===== src/rtl/adsr_wave_generator.sv =====
// ADSR envelope generator driving an envelope-scaled waveform.
// A programmable clock divider advances a phase accumulator, the phase is
// shaped into one of four raw waveforms, and the raw sample is scaled by a
// five-state ADSR envelope before being registered onto wave_out.
`timescale 1ns/1ps

module adsr_wave_generator #(
  parameter int DATA_W = 8,
  parameter int DIV_W  = 16
) (
  input  logic              clk,
  input  logic              reset_n,
  input  logic [2:0]        freq_select,
  input  logic [1:0]        wave_sel,
  input  logic [DATA_W-1:0] attack_rate,
  input  logic [DATA_W-1:0] decay_rate,
  input  logic [DATA_W-1:0] release_rate,
  input  logic [DATA_W-1:0] sustain_level,
  input  logic              note_on,
  input  logic              note_off,
  output logic [DATA_W-1:0] wave_out,
  output logic [DATA_W-1:0] env_out,
  output logic              busy
);

  localparam logic [DATA_W-1:0] VAL_ZERO = {DATA_W{1'b0}};
  localparam logic [DATA_W-1:0] VAL_ONE  = {{(DATA_W-1){1'b0}}, 1'b1};
  localparam logic [DATA_W-1:0] VAL_MAX  = {DATA_W{1'b1}};
  localparam logic [DIV_W-1:0]  DIV_ZERO = {DIV_W{1'b0}};
  localparam logic [DIV_W-1:0]  DIV_ONE  = {{(DIV_W-1){1'b0}}, 1'b1};

  typedef enum logic [2:0] {
    ST_IDLE    = 3'd0,
    ST_ATTACK  = 3'd1,
    ST_DECAY   = 3'd2,
    ST_SUSTAIN = 3'd3,
    ST_RELEASE = 3'd4
  } state_t;

  logic [DIV_W-1:0]    clk_div_q, clk_div_d;
  logic [DIV_W-1:0]    threshold_s;
  logic [DATA_W-1:0]   phase_q, phase_d;
  logic [DATA_W-1:0]   phase_shl_s;
  logic [DATA_W-1:0]   raw_s;
  state_t              state_q, state_d;
  logic [DATA_W-1:0]   env_q, env_d;
  logic [DATA_W-1:0]   presc_q, presc_d;
  logic [DATA_W-1:0]   rate_s;
  logic                tick_s;
  logic [DATA_W:0]     env_inc_s;
  logic [2*DATA_W:0]   product_s;
  logic [DATA_W-1:0]   wave_q, wave_d;

  // Select the divider terminal count for the requested frequency.
  always_comb begin
    threshold_s = DIV_W'(16'd390);
    case (freq_select)
      3'd0:    threshold_s = DIV_W'(16'd390);
      3'd1:    threshold_s = DIV_W'(16'd195);
      3'd2:    threshold_s = DIV_W'(16'd130);
      3'd3:    threshold_s = DIV_W'(16'd98);
      3'd4:    threshold_s = DIV_W'(16'd65);
      3'd5:    threshold_s = DIV_W'(16'd49);
      3'd6:    threshold_s = DIV_W'(16'd32);
      3'd7:    threshold_s = DIV_W'(16'd24);
      default: threshold_s = DIV_W'(16'd390);
    endcase
  end

  // Divider next state: wrap the counter and advance phase on terminal count.
  always_comb begin
    clk_div_d = clk_div_q;
    phase_d   = phase_q;
    if (clk_div_q >= threshold_s) begin
      clk_div_d = DIV_ZERO;
      phase_d   = phase_q + VAL_ONE;
    end else begin
      clk_div_d = clk_div_q + DIV_ONE;
      phase_d   = phase_q;
    end
  end

  // Divider and phase accumulator registers.
  always_ff @(posedge clk or negedge reset_n) begin
    if (!reset_n) begin
      clk_div_q <= DIV_ZERO;
      phase_q   <= VAL_ZERO;
    end else begin
      clk_div_q <= clk_div_d;
      phase_q   <= phase_d;
    end
  end

  assign phase_shl_s = {phase_q[DATA_W-2:0], 1'b0};

  // Shape the phase into the selected raw waveform.
  always_comb begin
    raw_s = phase_q;
    case (wave_sel)
      2'b00:   raw_s = phase_q;
      2'b01:   raw_s = ~phase_q;
      2'b10:   raw_s = phase_q[DATA_W-1] ? VAL_MAX : VAL_ZERO;
      2'b11:   raw_s = phase_q[DATA_W-1] ? ~phase_shl_s : phase_shl_s;
      default: raw_s = phase_q;
    endcase
  end

  // Step rate of the current envelope segment; idle/sustain tick freely.
  always_comb begin
    rate_s = VAL_ZERO;
    case (state_q)
      ST_ATTACK:  rate_s = attack_rate;
      ST_DECAY:   rate_s = decay_rate;
      ST_RELEASE: rate_s = release_rate;
      default:    rate_s = VAL_ZERO;
    endcase
  end

  assign tick_s = (presc_q == rate_s);

  // Envelope FSM next state and envelope level; note_off wins over note_on.
  always_comb begin
    state_d = state_q;
    env_d   = env_q;
    case (state_q)
      ST_IDLE: begin
        env_d = VAL_ZERO;
        if (note_on && !note_off) begin
          state_d = ST_ATTACK;
        end else begin
          state_d = ST_IDLE;
        end
      end
      ST_ATTACK: begin
        if (note_off) begin
          state_d = ST_RELEASE;
        end else if (tick_s) begin
          // A retrigger can start at full scale, so clamp rather than wrap.
          if (env_q >= (VAL_MAX - VAL_ONE)) begin
            env_d   = VAL_MAX;
            state_d = ST_DECAY;
          end else begin
            env_d = env_q + VAL_ONE;
          end
        end else begin
          env_d = env_q;
        end
      end
      ST_DECAY: begin
        if (note_off) begin
          state_d = ST_RELEASE;
        end else if (env_q <= sustain_level) begin
          env_d   = sustain_level;
          state_d = ST_SUSTAIN;
        end else if (tick_s) begin
          // env_q > sustain_level here, so the decrement cannot underflow.
          if ((env_q - VAL_ONE) <= sustain_level) begin
            env_d   = sustain_level;
            state_d = ST_SUSTAIN;
          end else begin
            env_d = env_q - VAL_ONE;
          end
        end else begin
          env_d = env_q;
        end
      end
      ST_SUSTAIN: begin
        if (note_off) begin
          state_d = ST_RELEASE;
        end else begin
          env_d = sustain_level;
        end
      end
      ST_RELEASE: begin
        if (note_on && !note_off) begin
          state_d = ST_ATTACK;
        end else if (env_q == VAL_ZERO) begin
          state_d = ST_IDLE;
        end else if (tick_s) begin
          env_d = env_q - VAL_ONE;
          if (env_q == VAL_ONE) begin
            state_d = ST_IDLE;
          end else begin
            state_d = ST_RELEASE;
          end
        end else begin
          env_d = env_q;
        end
      end
      default: begin
        state_d = ST_IDLE;
        env_d   = VAL_ZERO;
      end
    endcase
  end

  // Prescaler restarts on every tick and on every state change.
  always_comb begin
    presc_d = presc_q;
    if (state_d != state_q) begin
      presc_d = VAL_ZERO;
    end else if (tick_s) begin
      presc_d = VAL_ZERO;
    end else begin
      presc_d = presc_q + VAL_ONE;
    end
  end

  // Envelope state, level and prescaler registers.
  always_ff @(posedge clk or negedge reset_n) begin
    if (!reset_n) begin
      state_q <= ST_IDLE;
      env_q   <= VAL_ZERO;
      presc_q <= VAL_ZERO;
    end else begin
      state_q <= state_d;
      env_q   <= env_d;
      presc_q <= presc_d;
    end
  end

  // Scaling by env+1 makes full-scale envelope pass raw through unchanged.
  assign env_inc_s = {1'b0, env_q} + {{DATA_W{1'b0}}, 1'b1};
  assign product_s = {{(DATA_W+1){1'b0}}, raw_s} * {{DATA_W{1'b0}}, env_inc_s};

  // Keep the upper half of the product as the scaled sample.
  always_comb begin
    wave_d = DATA_W'(product_s >> DATA_W);
  end

  // Output sample register.
  always_ff @(posedge clk or negedge reset_n) begin
    if (!reset_n) begin
      wave_q <= VAL_ZERO;
    end else begin
      wave_q <= wave_d;
    end
  end

  assign wave_out = wave_q;
  assign env_out  = env_q;
  assign busy     = (state_q != ST_IDLE);

endmodule

===== config.mk =====
export PLATFORM = sky130hd
export DESIGN_NAME = adsr_wave_generator
export DESIGN_NICKNAME = d
export VERILOG_FILES = /design/src/rtl/adsr_wave_generator.sv
export SDC_FILE = /design/constraint.sdc
export NUM_CORES = 1
export LEC_CHECK = 0
export ABC_CLOCK_PERIOD_IN_PS = 14700
export CAP_MARGIN = 20
export CORE_MARGIN = 5
export CORE_UTILIZATION = 59
export DETAILED_ROUTE_END_ITERATION = 7
export PLACE_DENSITY = 0.91
export SKIP_CTS_REPAIR_TIMING = 1
export SLEW_MARGIN = 20
export SYNTH_ARGS = -nofsm -noshare
export SYNTH_HDL_FRONTEND = slang
export SYNTH_SLANG_ARGS = --single-unit

===== constraint.sdc =====
create_clock -name clk -period 14.7 [get_ports clk]
set_input_delay 1.47 -clock clk [delete_from_list [all_inputs] [get_ports clk]]
set_output_delay 1.47 -clock clk [all_outputs]
set_load 0.01 [all_outputs]

; ---- Yosys cells after proc, flatten, opt, wreduce, memory -nomap -nowiden
; Memory sizes are Yosys's and may differ from the RTL's.
; Cells that the tools add are included.
[op_classes]
n_mux = 33
n_reduce_logical = 7
bitwise = 2
n_addsub = 6
n_mul = 1
n_lt_le_gt_ge = 4
eq_ne = 18
[op_table]
columns = op, count
row1 = 8-bit two-way mux, 15
row2 = 8-bit case mux with 4 select lines, 2
row3 = 3-bit two-way mux, 12
row4 = "8-bit by 1-bit adder with 8-bit output, second input constant", 3
row5 = 8-bit case mux with 3 select lines, 1
row6 = "16-bit by 1-bit adder with 16-bit output, second input constant", 1
row7 = 16-bit greater-or-equal comparator, 1
row8 = 8-bit less-or-equal comparator, 2
row9 = 8-bit by 9-bit multiplier with 16-bit output, 1
row10 = 16-bit two-way mux, 1
row11 = 8-bit inverter, 2
row12 = 3-bit case mux with 5 select lines, 1
row13 = "2-bit != test, second input constant", 7
row14 = "8-bit by 1-bit adder with 9-bit output, second input constant", 1
row15 = "8-bit by 1-bit equality test with 1-bit output, second input constant", 1
row16 = 8-bit equality test, 1
row17 = "8-bit greater-or-equal comparator, second input constant", 1
row18 = 8-bit logical NOT, 1
row19 = 8-bit AND reduction, 1
row20 = "8-bit by 1-bit subtractor with 8-bit output, second input constant", 1
row21 = "3-bit by 2-bit equality test with 1-bit output, second input constant", 2
row22 = "2-bit equality test, second input constant", 2
row23 = "3-bit by 1-bit equality test with 1-bit output, second input constant", 1
row24 = "3-bit equality test, second input constant", 1
row25 = other kinds (9), 9
[word_totals]
register_bits = 51
wordCells = 78
output_inout_bits = 17
mem_bits_ro = 72
memories = 1
inputBits = 41
[mem_list]
columns = name, words, word_bits, rd, rd_ports_with_merged_regs, write_ports, line
row1 = (name not given), 8, 9, 1, 0, 0, 57  ; case (freq_select)

; ---- Logic depth before layout (Yosys ltp)
; Gate-level depths: netlist (run 1).
[depth]
ltp_word = 9
mapped_depth = 22
mapped_depth_nobuf = 20

; ---- Least setup slack after synthesis (run 1)
; Ideal clock, no wire load.
[synth_path]
path_type = input to register
startpoint = in wave_sel[0]
endpoint = reg wave_q[7], in the netlist wave_out[7]
setup_slack_ns = 7.994
setup_time_ns = 0.080
n_path_buf = 2
stages = 19
arrival_time_ns = 6.626
required_ns = 14.620
cell_sequence = clkbuf_1 buf_1 nand2_1 xnor2_1 a21oi_1 nand2b_1 fa_1 fa_1 inv_1 fa_1 fa_1 ha_1 and2_1 a311oi_1 o31ai_1 a211oi_1 nor3_1 a2111oi_2 xnor2_1
[synth_via]
elab_chain_len = 3
elab_cells_between_ends = 6
cone_classes = mul (1) / eq/ne (3) / mux (1) / reduce/logical (1)
[synth_rtl]
columns = item, line
row1 = from (decl), 14  ; input logic [1:0] wave_sel,
row2 = "2-bit equality test, or another cell as far along", 99  ; case (wave_sel)
row3 = 8-bit case mux with 4 select lines *, 99
row4 = 8-bit by 9-bit multiplier with 16-bit output *, 224  ; assign product_s = {{(DATA_W+1){1'b0}}, raw_s} * {{DATA_W{1'b0}}, env_inc_s};
row5 = named net product_s[15], 51  ; logic [2*DATA_W:0] product_s;
row6 = to (signal assigned), 236  ; wave_q <= wave_d;
row7 = to (decl), 52  ; logic [DATA_W-1:0] wave_q, wave_d;
; The timed path passes the listed nets; every way through them passes the cells marked *.
; A chain may end at the register's enable or synchronous reset.

; ---- Worst setup path after layout (run 1)
; Ends and elaborated chain as after synthesis.

==> flow_summary.json, run 1 <==
{
  "p_total_uw": 1360,
  "drt_pass1_iterations": 6,
  "antenna_found_initial": 0,
  "utilization_pct": 67.4,
  "dieArea_mm2": 0.0125,
  "synthesis.area_mm2": 0.00609,
  "layout-drive-gt1-share_pct": 5.72,
  "power_leakage_uw": 0.00318,
  "core_area_mm2": 0.0102,
  "postSynth.asyncResetShare_pct": 100,
  "cts_tree": "done",
  "path_clk_slew_ps": 100,
  "cts_sinks": 51,
  "power.density_mw_per_mm2": 199,
  "ios": 58,
  "post_drt_wl_per_cell_um": 17.3,
  "fin_nets": 864,
  "floorplan.die.width_um": 112,
  "initial_core_util_pct": 59.8,
  "worst_hold_path_type": "register to register",
  "grt_pass1_vias": 5348,
  "via_per_inst": 6.12,
  "critPathLaunchType": "primary input",
  "syn_to_final_growth_pct": 12.7,
  "synth_seq_cells": 51,
  "cts_buffers": 5,
  "dp_cells": 845,
  "r2r-end": "wave_out[7]$_DFF_PN0_",
  "status": "completed",
  "die_height_um": 112,
  "reg2reg_slack_ps": 8120,
  "diodes": 0,
  "required_ps": 14940,
  "synth_edf_count": 0,
  "drv_slew": 0,
  "final_cells": 853,
  "nFillCells": 801,
  "routabilityCongestion": 0.914,
  "rows": 37,
  "worstRegToRegCells": 18,
  "relSlewSlack_pct": 28.9,
  "grt_pass1_wl_mm": 25.3,
  "grt_max_degree": 52,
  "htreeDepth": 2,
  "yosysSeqAreaShare_pct": 20.9,
  "drv_cap": 0,
  "cts.path.max_buffers": 2,
  "fmax_ghz": 0.132,
  "min_from": "clk_div_q[0]$_DFF_PN0_",
  "synth_cell_types": 63,
  "worst_pin_slew_ps": 1070,
  "fin_crit_sh_pct": 51.4,
  "grt.total_usage_pct": 24.1,
  "fin_tns_setup_ps": 0,
  "finalHoldViolCount": 0,
  "fin_skew_ps": 11.2,
  "cp_max_fo": 16,
  "setup_viol": 0,
  "min_to": "clk_div_q[0]$_DFF_PN0_",
  "dpl.hpwl_mm": 11.2,
  "ys_warn_count": 0,
  "root_buffer": "clkbuf_8",
  "wl_mm": 14.8,
  "drtAntennaViolNets": 0,
  "fin_crit_ps": 7560,
  "ys.flop_type": "dfrtp_1",
  "cp-end-kind": "register",
  "vias": 5217,
  "grt-ovfl-total": 0,
  "syn_inst": 673,
  "peakVddDrop_mv": 0.215,
  "min_path_cells": 1,
  "drt_iter0_drc": 461,
  "path_class": "primary input to register",
  "rsz0062_at_grt": "false",
  "r2r_start": "env_out[0]$_DFFE_PN0P_",
  "drc": 0,
  "syn_area_per_cell_um2": 9.05,
  "cp.arrival_ps": 7800,
  "insertion_delay_ps": 320,
  "port_buffers": 57
}
==> layout by cell type (no fill, tap or decap), types with 4 or more instances in the layout <==
cell type,count
nor2_1,84
ha_1,67
inv_1,66
clkdlybuf4s50_1,56
dfrtp_1,51
fa_1,40
xnor2_1,35
a21oi_1,27
nand4bb_1,24
xor2_1,22
nand2_1,22
nand3_1,19
nor3_1,15
o21ai_0,15
or2_2,14
nand4_1,13
a31oi_1,12
and3_1,11
nand2b_1,11
o31ai_1,10
or3_1,7
nor2b_1,6
a21o_1,6
conb_1,6
and2_1,5
a22oi_1,5
clkbuf_8,5
o21a_1,4
nor4_1,4
nor4b_4,4
a211oi_1,4
==> worst max path at each step <==
| stage | startpoint | end | slack (ps) | depth (start not counted) |
|---|---|---|---|---|
| 2_1_floorplan | wave_sel[0] | wave_out[7]$_DFF_PN0_ | 7990 | 19 |
| 3_3_place_gp | wave_sel[0] | wave_out[7]$_DFF_PN0_ | 7260 | 19 |
| 3_5_place_dp | wave_sel[0] | wave_out[7]$_DFF_PN0_ | 7010 | 19 |
| 4_1_cts | wave_sel[0] | wave_out[7]$_DFF_PN0_ | 7280 | 19 |
| 5_1_grt | wave_sel[0] | wave_out[7]$_DFF_PN0_ | 6760 | 19 |
| 6_report | wave_sel[0] | wave_out[7]$_DFF_PN0_ | 7140 | 19 |
==> power by group <==
part           total (uW)  leakage, uW  internal [uW]  switching, uW
Sequential            257     0.000667            177           80.3
Combinational         984      0.00244            423            561
Clock                 122    0.0000703           69.1           52.9
==> cells by family after synthesis <==
kind of cell	Yosys count	synth area share [%]
adder cells (fa/ha/maj)	107	26.9
flip-flops	51	20.9
other	1	0.0616
buffers and inverters	93	6.22
AO/OA/AOI/OAI	110	12.2
XOR/XNOR	57	8.19
multiplexers	6	1.25
AND/OR/NAND/NOR	248	24.2
==> cell usage after synthesis, drive strengths merged, types with 5 or more instances <==
master   number  area, um2
ha           67        838
nand4bb      24        270
or2          15       93.8
and4          5       51.3
a31oi        12       75.1
xnor2        35        307
inv          66        248
o21ai        19       98.8
nand3        19       95.1
a21oi        27        135
clkbuf       17       65.1
o31ai        10       75.1
and2          5       31.3
nor2         84        315
buf          10       66.3
fa           40        801
nand2b       11       68.8
nor3         16       85.1
dfrtp        51       1280
a21o          6       45.0
nand4        14        103
nor2b         6       37.5
or3           7       43.8
nand2        22       82.6
a22oi         5       37.5
xor2         22        193
and3         11       68.8
==> worst max-delay path, cell delays in order <==
cell and delay, ps:
clkdlybuf4s50_1 910, nand2_1 150, xnor2_1 160, a21oi_1 560, nor2_1 150, fa_1 560
inv_1 50, fa_1 480, inv_1 60, fa_1 500, fa_1 490, ha_1 330
and2_1 190, a311oi_1 390, o31ai_1 160, a211oi_1 480, nor3_1 160, a2111oi_2 370
xnor2_1 170
==> layout make-up <==
type / instances / area [um2] / share of cell area [%]
clock buffers: 5 / 68.8 / 1.00
inverters: 66 / 248 / 3.61
well taps: 136 / 170 / 2.48
flip-flops and latches: 51 / 1280 / 18.6
multi-input cells: 534 / 4460 / 64.9
clock inverters: 3 / 71.3 / 1.04
repair buffers: 58 / 576 / 8.38
==> per-layer routing <==
metal | global-route usage, % | vias to the layer above | share of wire [%]
li1 | - | 2416 | -
met1 | 31.4 | 2524 | 41
met2 | 41.9 | 239 | 49
met3 | 3.42 | 38 | 6.9
met4 | 6.81 | 0 | 2.3
met5 | 0 | - | 0
==> per-stage QoR <==
stage | hold slack, ps | area (um2) | setup WS [ps]
after floorplan | 467 | 6110 | 7990
after global placement | 490 | 6720 | 7260
after detailed placement | 507 | 6720 | 7010
after CTS | 520 | 6860 | 7280
after global routing | 552 | 6870 | 6760
final | 515 | 6870 | 7140
==> sequential cells by signal, indices dropped and copies added (netlist names) <==
name	count
clk_div_q	16
env_out	8
phase_q	8
presc_q	8
wave_out	8
state_q	3
(Power assumes the default switching activity.)
==> inputs of run 2 (changes only) <==
--- a/config.mk
+++ b/config.mk
@@ -5,12 +5,12 @@
 export SDC_FILE = /design/constraint.sdc
 export NUM_CORES = 1
 export LEC_CHECK = 0
-export ABC_CLOCK_PERIOD_IN_PS = 14700
+export ABC_CLOCK_PERIOD_IN_PS = 6450
 export CAP_MARGIN = 20
 export CORE_MARGIN = 5
-export CORE_UTILIZATION = 59
+export CORE_UTILIZATION = 54
 export DETAILED_ROUTE_END_ITERATION = 7
-export PLACE_DENSITY = 0.91
+export PLACE_DENSITY = 0.88
 export SKIP_CTS_REPAIR_TIMING = 1
 export SLEW_MARGIN = 20
 export SYNTH_ARGS = -nofsm -noshare
==> constraint.sdc (replaced) <==
create_clock -name clk -period 6.45 [get_ports clk]
set_input_delay 0.645 -clock clk [delete_from_list [all_inputs] [get_ports clk]]
set_output_delay 0.645 -clock clk [all_outputs]
set_load 0.01 [all_outputs]
==> run 2 against run 1 <==
Compared with the run above: non-clock buffer count grew 17; clock power rose to 2.6 times the previous value; sequential share of layout area down 0.44 points; wire length up 3.8%.
==> flow_summary.json, run 2 (synthesis gave the netlist of run 1 again) <==
{
  "status": "completed",
  "final_cells": 874,
  "hold_slack_ps": 454,
  "worst_path_max_delay_cell": "clkdlybuf4s50_1",
  "path_clk_slew_ps": 60,
  "worst_hold_path_type": "primary input to async pin",
  "max_stage_delay_ps": 640,
  "fmax_ghz": 0.165,
  "cp_common_cell": "fa_1",
  "dpl.hpwl_mm": 11.9,
  "critPathLaunchType": "primary input",
  "syn_to_final_growth_pct": 15.4,
  "top_register": "clk_div_q",
  "cp.arrival_ps": 6260,
  "power_leakage_uw": 0.00327,
  "fin_crit_sh_pct": 93.8,
  "root_buffer": "clkbuf_16",
  "grt_max_degree": 52,
  "drv_slew": 0,
  "cts_sinks": 51,
  "required_ps": 6660,
  "layout-drive-gt1-share_pct": 7.90,
  "layout.cells.most_common": "nor2_1",
  "drt_pass1_iterations": 5,
  "grt_pass1_vias": 5554,
  "grt-ovfl-total": 0,
  "drt_iter0_drc": 432,
  "ios": 58,
  "antenna_found_initial": 0,
  "cp-end-kind": "register",
  "nFillCells": 920,
  "worst_slack_ps": 402,
  "drc": 0,
  "relSlewSlack_pct": 27.3,
  "grt_pass1_wl_mm": 26.2,
  "htreeDepth": 2,
  "worst_pin_slew_ps": 1090,
  "largest_reg_flops": 16,
  "routabilityCongestion": 0.988,
  "clkPwrFrac_pct": 9.9,
  "busiest_layer": "met2",
  "fin_crit_ps": 6050,
  "setup_viol": 0,
  "seq_power_share_pct": 17.6,
  "initial_core_util_pct": 55.7,
  "switchingPower_uw": 1600,
  "peakVddDrop_mv": 0.460,
  "core_area_mm2": 0.0109,
  "fin_skew_ps": 9.62,
  "fin_nets": 881,
  "via_per_inst": 6.01,
  "rsz0062_at_grt": "false",
  "use_met1_pct": 30.6,
  "floorplan.die.width_um": 116,
  "grt.total_usage_pct": 23.7,
  "switching_share_pct": 49.8,
  "dieArea_mm2": 0.0135,
  "die_height_um": 116,
  "path_class": "primary input to register",
  "wl_mm": 15.3,
  "utilization_pct": 64.3,
  "vias": 5250,
  "port_buffers": 57,
  "path_cells": "clkdlybuf4s50_1 > buf_4 > nand2_1 > xnor2_1 > a21oi_1 > nand2b_1 > fa_1 > fa_1 > inv_1 > fa_1 > fa_1 > ha_1 > and2_1 > a311oi_1 > o31ai_1 > a211oi_1 > buf_4 > nor3_1 > a2111oi_2 > xnor2_1",
  "cts.path.max_buffers": 2,
  "dp_cells": 866,
  "pwr-share-comb_pct": 72.4,
  "drtAntennaViolNets": 0,
  "insertion_delay_ps": 300,
  "drv_cap": 0,
  "p_int_uw": 1610,
  "rows": 38,
  "cp_max_fo": 7,
  "fin_tns_setup_ps": 0,
  "diodes": 0,
  "cts_buffers": 5,
  "finalHoldViolCount": 0,
  "post-place-ws_ps": 149,
  "cts_tree": "done",
  "layout_common_cells": "nor2_1 (84), ha_1 (67), inv_1 (66)",
  "power.density_mw_per_mm2": 457,
  "met3_usage_pct": 5.03,
  "post_drt_wl_per_cell_um": 17.5,
  "grtUsageMet2_pct": 41.1
}
run 2: changes by cell type in the layout (fill, tap and decap cells not counted), sizes merged:
| cell | change |
|---|---|
| buf | +17 |
| bufinv | -1 |
| clkbuf | +1 |
run 2: worst max-delay path: cells and delay by family:
kind                       cells  cell delay, ps
adders and majority gates      5            2370
AOI/OAI and AO/OA              5            1350
buffers and inverters          4            1100
and+or+nand+nor                4             490
xor gates and xnor gates       2             300
run 2: final cells by class:
class                           count  area, um2  share of cell area (%)
Tap cell                          140        175                    2.49
Clock buffer                        6        139                    1.97
Multi-Input combinational cell    534       4460                    63.4
Sequential cell                    51       1280                    18.1
Clock inverter                      2       38.8                   0.552
Timing Repair Buffer               75        701                    9.96
Inverter                           66        248                    3.52
run 2: path summary, 6_finish.rpt:
| path | from | endpoint | slack (ps) | depth (start not counted) |
|---|---|---|---|---|
| worst max-delay path | wave_sel[0] | wave_out[7]$_DFF_PN0_ | 400 | 20 |
| max in group asynchronous | reset_n | presc_q[7]$_DFF_PN0_ | 5540 | 2 |
| worst min register to register | clk_div_q[0]$_DFF_PN0_ | clk_div_q[0]$_DFF_PN0_ | 500 | 1 |
| worst max register to register | env_out[1]$_DFFE_PN0P_ | wave_out[7]$_DFF_PN0_ | 680 | 18 |
| min in group clk | clk_div_q[0]$_DFF_PN0_ | clk_div_q[0]$_DFF_PN0_ | 500 | 1 |
| worst min-delay path | reset_n | wave_out[0]$_DFF_PN0_ | 450 | 2 |
run 2: per-stage QoR:
step           total power [uW]  instance area [um2]
2_1_floorplan              2190                 6110
3_3_place_gp               2760                 6860
3_5_place_dp               2860                 6860
4_1_cts                    3210                 7030
5_1_grt                    3550                 7030
6_report                   3210                 7030
run 2: power by group through the flow:
stage                     logic, uW  clock network (uW)  registers, uW
after floorplan                1700                   0            497
after global placement         2200                   0            561
after detailed placement       2290                   0            568
after CTS                      2330                 326            563
after global routing           2630                 338            585
final                          2330                 320            567
run 2: routing by layer:
layer	part of all wire [%]	wire, um
met3	7.2	1110
met4	1.7	253
met2	50	7640
met1	41	6330
met5	0	0
==> inputs of run 3 (changes only) <==
--- a/config.mk
+++ b/config.mk
@@ -6,10 +6,11 @@
 export NUM_CORES = 1
 export LEC_CHECK = 0
 export ABC_CLOCK_PERIOD_IN_PS = 6450
-export CAP_MARGIN = 20
+export CAP_MARGIN = 25
 export CORE_MARGIN = 5
 export CORE_UTILIZATION = 54
 export DETAILED_ROUTE_END_ITERATION = 7
+export GPL_TIMING_DRIVEN = 1
 export PLACE_DENSITY = 0.88
 export SKIP_CTS_REPAIR_TIMING = 1
 export SLEW_MARGIN = 20
==> run 3 against run 2 <==
Compared with the run above: worst hold slack about the same; highest routed layer unchanged; power about the same; non-clock buffer count increased by 1; count of clock-buffer cells in the layout unchanged; die area unchanged; critical path depth unchanged; largest cell class unchanged; final cell count increased by 0.11%.
==> flow_summary.json, run 3 (synthesis gave the netlist of run 1 again) <==
{
  "root_buffer": "clkbuf_16",
  "cp-end-kind": "register",
  "diodes": 0,
  "ios": 58,
  "fin_tns_setup_ps": 0,
  "cp_common_cell": "fa_1",
  "layout-drive-gt1-share_pct": 8.03,
  "worst_path_max_delay_cell": "clkdlybuf4s50_1",
  "die_height_um": 116,
  "cp.arrival_ps": 6270,
  "syn_to_final_growth_pct": 15.7,
  "crit_buf_inv": 4,
  "floorplan.die.width_um": 116,
  "grt_max_degree": 52,
  "port_buffers": 57,
  "path_cells": "clkdlybuf4s50_1 > buf_4 > nand2_1 > xnor2_1 > a21oi_1 > nand2b_1 > fa_1 > fa_1 > inv_1 > fa_1 > fa_1 > ha_1 > and2_1 > a311oi_1 > o31ai_1 > a211oi_1 > buf_4 > nor3_1 > a2111oi_2 > xnor2_1",
  "layout_common_cells": "nor2_1 (84), ha_1 (67), inv_1 (66)",
  "antenna_found_initial": 0,
  "largest_reg_flops": 16,
  "r2r_start": "env_out[2]$_DFFE_PN0P_",
  "rsz0062_at_grt": "false",
  "dieArea_mm2": 0.0135,
  "path_depth": 20,
  "drt_iter0_drc": 403,
  "peakVddDrop_mv": 0.460,
  "initial_core_util_pct": 55.7,
  "routabilityCongestion": 0.988,
  "fin_crit_sh_pct": 93.8,
  "cts.path.max_buffers": 2,
  "path_class": "primary input to register",
  "nFillCells": 916,
  "crit_start": "wave_sel[0]",
  "grt.total_usage_pct": 23.7,
  "setup_viol": 0,
  "drtAntennaViolNets": 0,
  "rows": 38,
  "fin_skew_ps": 11.1,
  "dpl.hpwl_mm": 11.9,
  "insertion_delay_ps": 300,
  "status": "completed",
  "grt_pass1_vias": 5554,
  "relSlewSlack_pct": 38.0,
  "cts_tree": "done",
  "layout.cells.most_common": "nor2_1",
  "htreeDepth": 2,
  "drv_slew": 0,
  "cp_max_fo": 7,
  "worst_hold_path_type": "primary input to async pin",
  "required_ps": 6670,
  "fin_nets": 882,
  "core_area_mm2": 0.0109,
  "post_drt_wl_per_cell_um": 17.6,
  "post-place-ws_ps": 149,
  "cts_sinks": 51,
  "critPathLaunchType": "primary input",
  "power.density_mw_per_mm2": 456,
  "power_leakage_uw": 0.00328,
  "drv_cap": 0,
  "drt_pass1_iterations": 5,
  "path_clk_slew_ps": 60,
  "worst_pin_slew_ps": 930,
  "worstRegToRegCells": 19,
  "grt_pass1_wl_mm": 26.2,
  "fin_crit_ps": 6050,
  "wl_mm": 15.4,
  "cts_buffers": 5,
  "grt-ovfl-total": 0,
  "fmax_ghz": 0.165,
  "vias": 5256,
  "top_register": "clk_div_q",
  "finalHoldViolCount": 0,
  "worst_slack_ps": 398,
  "max_stage_delay_ps": 640,
  "drc": 0,
  "cpLargestDelayFamily": "adder cells",
  "via_per_inst": 6.01
}
## run 3: cell count changes in the layout (fill, tap and decap cells not counted), sizes merged
| cell | delta |
|---|---|
| buf | +1 |
## run 3: final timing paths
| check | to | slack [ps] |
|---|---|---|
| worst max-delay path | wave_out[7]$_DFF_PN0_ | 400 |
| worst min-delay path | wave_out[0]$_DFF_PN0_ | 450 |
| worst max register to register | wave_out[6]$_DFF_PN0_ | 650 |
| worst min register to register | clk_div_q[0]$_DFF_PN0_ | 500 |
| max in group asynchronous | presc_q[7]$_DFF_PN0_ | 5540 |
| min in group clk | clk_div_q[0]$_DFF_PN0_ | 500 |
## run 3: cell type report
class / instances / area [um2] / share of cell area (%)
repair buffers: 76 / 716 / 10.2
inverters: 66 / 248 / 3.52
flip-flops and latches: 51 / 1280 / 18.1
multi-input cells: 534 / 4460 / 63.2
well taps: 140 / 175 / 2.49
clock inverters: 2 / 38.8 / 0.550
clock buffers: 6 / 139 / 1.97
## run 3: where the power goes
| part | switching (uW) | internal (uW) |
|---|---|---|
| Sequential | 164 | 404 |
| Clock | 126 | 195 |
| Combinational | 1310 | 1010 |
| Total | 1600 | 1610 |
## run 3: worst register-to-register path: stages, from the launching register on
cell	delay, ps
dfrtp_1	620
and2_1	220
and4_1	290
nand3_1	110
xor2_1	510
nor2_1	130
fa_1	520
fa_1	470
fa_1	550
inv_1	50
fa_1	540
inv_1	50
ha_1	350
nand2_1	110
o31ai_1	230
a211oi_1	110
buf_4	160
o31ai_1	380
a21oi_1	140
xnor2_1	150
## run 3: stage by stage
step | hold slack, ps | area [um2] | utilization (%) | instances | power (uW)
2_1_floorplan | 349 | 6110 | - | 678 | 2190
3_3_place_gp | 489 | 6860 | 62.7 | 866 | 2760
3_5_place_dp | 500 | 6860 | 62.7 | 866 | 2860
4_1_cts | 493 | 7030 | 64.3 | 874 | 3210
5_1_grt | 528 | 7050 | 64.5 | 875 | 3550
6_report | 454 | 7050 | 64.5 | 875 | 3220
## run 3: layer usage
metal  global-route usage (%)  share of wire [%]
met3                     5.03                7.6
met5                        0                  0
met4                     5.49                1.7
met2                     41.1                 50
met1                     30.6                 41
